===== config.mk =====
export PLATFORM = sky130hd
export DESIGN_NAME = minmax_acc
export DESIGN_NICKNAME = d
export VERILOG_FILES = /design/src/rtl/modules_params_pkg.sv /design/src/rtl/minmax_acc.sv
export SDC_FILE = /design/constraint.sdc
export NUM_CORES = 1
export LEC_CHECK = 0
export CORE_MARGIN = 2
export CORE_UTILIZATION = 30
export DETAILED_ROUTE_END_ITERATION = 8
export REMOVE_ABC_BUFFERS = 1
export SKIP_LAST_GASP = 1
export SLEW_MARGIN = 20
export SYNTH_ARGS = -nofsm -noshare
export SYNTH_HDL_FRONTEND = slang
export SYNTH_SLANG_ARGS = --single-unit

===== constraint.sdc =====
create_clock -name clk_i -period 3.7 [get_ports clk_i]
set_clock_uncertainty 0.2 [all_clocks]
set_input_delay 0.555 -clock clk_i [delete_from_list [all_inputs] [get_ports clk_i]]
set_output_delay 0.555 -clock clk_i [all_outputs]
set_load 0.01 [all_outputs]

===== src/rtl/modules_params_pkg.sv =====
// Shared default parameters for the signal-statistics blocks.
package modules_params_pkg;
    parameter int DEFAULT_WORD_LEN = 16;
endpackage


===== src/rtl/minmax_acc.sv =====
// Per-frame signed min/max tracker with saturating sample count.
// Handshaked input stream in; a single held result is presented per frame.
module minmax_acc
    import modules_params_pkg::*;
#(
    parameter int WORD_LEN = DEFAULT_WORD_LEN,
    parameter int CNT_W    = 16
) (
    input  logic                clk_i,
    input  logic                rst_i,
    input  logic                s_valid_i,
    output logic                s_ready_o,
    input  logic [WORD_LEN-1:0] s_data_i,
    input  logic                s_last_i,
    output logic                m_valid_o,
    input  logic                m_ready_i,
    output logic [WORD_LEN-1:0] m_max_o,
    output logic [WORD_LEN-1:0] m_min_o,
    output logic [CNT_W-1:0]    m_cnt_o
);

    typedef enum logic [1:0] {
        ST_FIRST = 2'd0,
        ST_ACC   = 2'd1,
        ST_HOLD  = 2'd2
    } state_t;

    state_t                      state_reg;
    logic                        s_ready_reg;
    logic                        m_valid_reg;
    logic signed [WORD_LEN-1:0]  acc_max_reg;
    logic signed [WORD_LEN-1:0]  acc_min_reg;
    logic        [CNT_W-1:0]     acc_cnt_reg;
    logic        [WORD_LEN-1:0]  out_max_reg;
    logic        [WORD_LEN-1:0]  out_min_reg;
    logic        [CNT_W-1:0]     out_cnt_reg;

    logic signed [WORD_LEN-1:0]  data_s;
    logic                        beat;
    logic signed [WORD_LEN-1:0]  max_next;
    logic signed [WORD_LEN-1:0]  min_next;
    logic        [CNT_W-1:0]     cnt_next;

    assign data_s = s_data_i;
    assign beat   = s_valid_i && s_ready_reg;

    // Candidate statistics including the current sample; only committed on a beat.
    always_comb begin
        max_next = acc_max_reg;
        min_next = acc_min_reg;
        cnt_next = acc_cnt_reg;
        if (state_reg == ST_FIRST) begin
            max_next = data_s;
            min_next = data_s;
            cnt_next = CNT_W'(1);
        end else begin
            if (data_s > acc_max_reg) max_next = data_s;
            if (data_s < acc_min_reg) min_next = data_s;
            if (!(&acc_cnt_reg))      cnt_next = acc_cnt_reg + CNT_W'(1);
        end
    end

    always_ff @(posedge clk_i) begin
        if (rst_i) begin
            state_reg   <= ST_FIRST;
            s_ready_reg <= 1'b1;
            m_valid_reg <= 1'b0;
            acc_max_reg <= '0;
            acc_min_reg <= '0;
            acc_cnt_reg <= '0;
            out_max_reg <= '0;
            out_min_reg <= '0;
            out_cnt_reg <= '0;
        end else begin
            case (state_reg)
                ST_FIRST, ST_ACC: begin
                    if (beat) begin
                        acc_max_reg <= max_next;
                        acc_min_reg <= min_next;
                        acc_cnt_reg <= cnt_next;
                        if (s_last_i) begin
                            out_max_reg <= max_next;
                            out_min_reg <= min_next;
                            out_cnt_reg <= cnt_next;
                            state_reg   <= ST_HOLD;
                            s_ready_reg <= 1'b0;
                            m_valid_reg <= 1'b1;
                        end else begin
                            state_reg   <= ST_ACC;
                        end
                    end
                end
                ST_HOLD: begin
                    if (m_ready_i) begin
                        state_reg   <= ST_FIRST;
                        s_ready_reg <= 1'b1;
                        m_valid_reg <= 1'b0;
                    end
                end
                default: begin
                    state_reg   <= ST_FIRST;
                    s_ready_reg <= 1'b1;
                    m_valid_reg <= 1'b0;
                end
            endcase
        end
    end

    assign s_ready_o = s_ready_reg;
    assign m_valid_o = m_valid_reg;
    assign m_max_o   = out_max_reg;
    assign m_min_o   = out_min_reg;
    assign m_cnt_o   = out_cnt_reg;

endmodule

==> flow_summary.json, run 1 <==
{
  "grtUsageTotal": 0.149,
  "synth_area_leaders": "dfxtp_1 39%, mux2i_1 13%, ha_1 7.8%, nor2_1 5.9%, a211oi_1 5.1%",
  "viasPerCell": 4.89,
  "ys_seq_elements": 100,
  "status": "finished clean",
  "critPathRequiredTime_ns": 3.70,
  "ir_worst_vdd_mv": 0.205,
  "cellPowerDensity_mw_per_mm2": 426,
  "worst_slew_pin_slew_ns": 0.846,
  "yosysSeqAreaShare": 0.388,
  "num_antenna_cells": 0,
  "critPathSlowestCell": "clkdlybuf4s50_1",
  "switchingPower_uw": 741,
  "grt_max_degree": 53,
  "power_frac_seq": 0.427,
  "io_buffers": 70,
  "placedInstanceArea_mm2": 0.00622,
  "tritoncts": "done",
  "vias": 4361,
  "dr.first_iter.drc_count": 289,
  "setup-violations-final": 0,
  "hpwl_um": 9620,
  "switching_share": 0.266,
  "yosysTopAreaCell": "dfxtp_1",
  "async_reset_ff_frac": 0,
  "combPwrFrac": 0.194,
  "p_leak_nw": 2.50,
  "clockBufferDepth": 2,
  "slew-limit-headroom": 0.436,
  "die_w_um": 135,
  "rsz0062_at_grt": "no",
  "row_count": 47,
  "timing.fmax_mhz": 295,
  "yosysTopAreaCellShare": 0.388,
  "period_share": 0.915,
  "end_kind": "register",
  "drc": 0,
  "crit_chain": "clkdlybuf4s50_1, ha_1, and2_1, a221o_1, a221o_1, a211oi_2, mux2i_2, buf_4, mux2i_1, a211oi_1",
  "synth_edf_count": 0,
  "die-height_um": 135,
  "ctsHoldBuffers": 0,
  "maxSlewViolCount": 0,
  "pin_count": 71,
  "start_kind": "input pin",
  "clock_sinks": 100,
  "path_common_cell": "a221o_1",
  "drive_above_1_share": 0.0775,
  "cts-resized-gates": 0,
  "hold_viol_final": 0,
  "p_int_mw": 2.05,
  "area_growth_pct": 26.9,
  "drt-wirelength-per-cell_um": 14.6,
  "routabilityCongestion": 0.835,
  "initial_core_util": 0.309,
  "total_power_mw": 2.79,
  "grt_antenna_before_repair": 0,
  "synth_warnings": 0,
  "fp.dieArea_mm2": 0.0183,
  "gr-total-overflow": 0,
  "slowest_delay_ns": 0.51,
  "arrival_ns": 3.39,
  "ant_nets": 0,
  "root_buffer": "clkbuf_16",
  "postCtsSetupBuffers": 0,
  "fin_area_mm2": 0.00656,
  "nets": 719,
  "hold_path_class": "reg2reg",
  "core-area_mm2": 0.0167,
  "synth_area_mm2": 0.00517,
  "synth_top_flop_cell": "dfxtp_1",
  "grt_pass1_vias": 4326,
  "crit_type": "in2reg",
  "max_cap_viol_count": 0,
  "grt_pass1_wl_um": 21500,
  "layout_min_cycle_time_ns": 3.39,
  "clock_latency_ns": 0.36,
  "cts_inserted_buffers": 9,
  "path_clk_slew_ns": 0.06,
  "htreeDepth": 3,
  "p_clk_frac": 0.379,
  "cp_max_fo": 7,
  "syn_inst": 594,
  "avgSynthCellArea_um2": 8.70,
  "wl_um": 13000,
  "drt_pre_antenna_iters": 4,
  "synth_cell_type_count": 45
}
-- layer usage --
metal	up-vias	track usage	part of all wire
li1	2220	-	-
met1	2051	0.193	0.49
met2	73	0.238	0.45
met3	17	0.0266	0.035
met4	0	0.0718	0.023
met5	-	0	0
-- worst max-delay path: cells and delay by family --
| family | cells | cell delay [ns] |
|---|---|---|
| and+or+nand+nor | 1 | 0.17 |
| muxes | 2 | 0.54 |
| AOI/OAI and AO/OA | 4 | 1.01 |
| adders and majority gates | 1 | 0.35 |
| buffers and inverters | 2 | 0.77 |
-- per-stage QoR --
step / setup TNS (ns) / setup WS [ns] / utilization / hold slack [ns] / instances
floorplan: -5.55 / -0.347 / - / 0.256 / 558
finish: 0 / 0.313 / 0.393 / 0.255 / 891
detailed placement: -0.185 / -0.0556 / 0.372 / 0.252 / 875
global route: 0 / 0.141 / 0.393 / 0.284 / 891
global placement: 0 / 0.00654 / 0.372 / 0.248 / 875
CTS: 0 / 0.315 / 0.393 / 0.262 / 891
-- final cells by class --
type,count,area [µm²]
Fill cell,1696,10100
Multi-Input combinational cell,423,2890
Sequential cell,100,2000
Timing Repair Buffer,97,923
Tap cell,220,275
Clock buffer,12,267
Inverter,35,131
Clock inverter,4,70.1
-- synth_stat cells, types with 2 or more instances --
master / instances
a21o_1: 5
and4_1: 4
nand2b_1: 36
buf_1: 3
a21oi_1: 36
mux2i_1: 66
nand3_1: 4
o221a_2: 2
buf_2: 5
and2_1: 3
xor2_1: 6
a211oi_1: 35
nor3_1: 5
nor2_1: 81
clkbuf_1: 27
xnor2_1: 7
nand4_1: 8
dfxtp_1: 100
inv_1: 35
or2_2: 2
a22oi_1: 12
and3_1: 6
o21ai_0: 10
or3_1: 2
nand2_1: 42
ha_1: 32
a221o_1: 2
-- power groups by stage --
stage	logic (mW)	registers [mW]	clock network (mW)
5_1_grt	0.601	1.20	1.13
2_1_floorplan	0.303	1.22	0
6_report	0.541	1.19	1.06
3_5_place_dp	0.545	1.22	0
4_1_cts	0.548	1.19	1.09
3_3_place_gp	0.536	1.21	0
-- kinds of logic (layout without fill, tap and decap cells) --
kind of cell | Yosys count | in the layout | share of synthesized area
buffers and inverters | 71 | 148 | 0.0543
adders and majority gates | 32 | 32 | 0.0775
AOI/OAI and AO/OA | 116 | 116 | 0.152
and+or+nand+nor | 195 | 195 | 0.177
DFF | 100 | 100 | 0.388
xor gates and xnor gates | 13 | 13 | 0.0220
muxes | 67 | 67 | 0.131
-- path summary, 6_finish.rpt --
path         slack, ns      startpoint  cells after the start         end
min reg2reg       0.25      m_cnt_o[1]                      2  m_cnt_o[1]
max               0.31    s_data_i[11]                     10  m_min_o[7]
min               0.25      m_cnt_o[1]                      2  m_cnt_o[1]
max reg2reg       0.61  acc_min_reg[9]                     10  m_min_o[7]
-- cells in the final DEF, fill, tap and decap left out, drive strengths merged, types with 5 or more instances in the layout --
master         instances
inv                   35
dfxtp                100
a21o                   5
a21oi                 36
nor2                  81
clkbuf                12
o21ai                 11
nor3                   5
xnor2                  7
a211oi                36
nand2                 42
clkdlybuf4s50         69
nand4                  8
buf                   28
ha                    32
nand2b                36
xor2                   6
mux2i                 67
and3                   6
a22oi                 12
Power figures use the tool's default switching activity.
==> run 2: changes to the inputs <==
- SLEW_MARGIN: 20 -> default
==> results of run 2 <==
No change in the layout: final DEF, timing and power equal those of run 1.
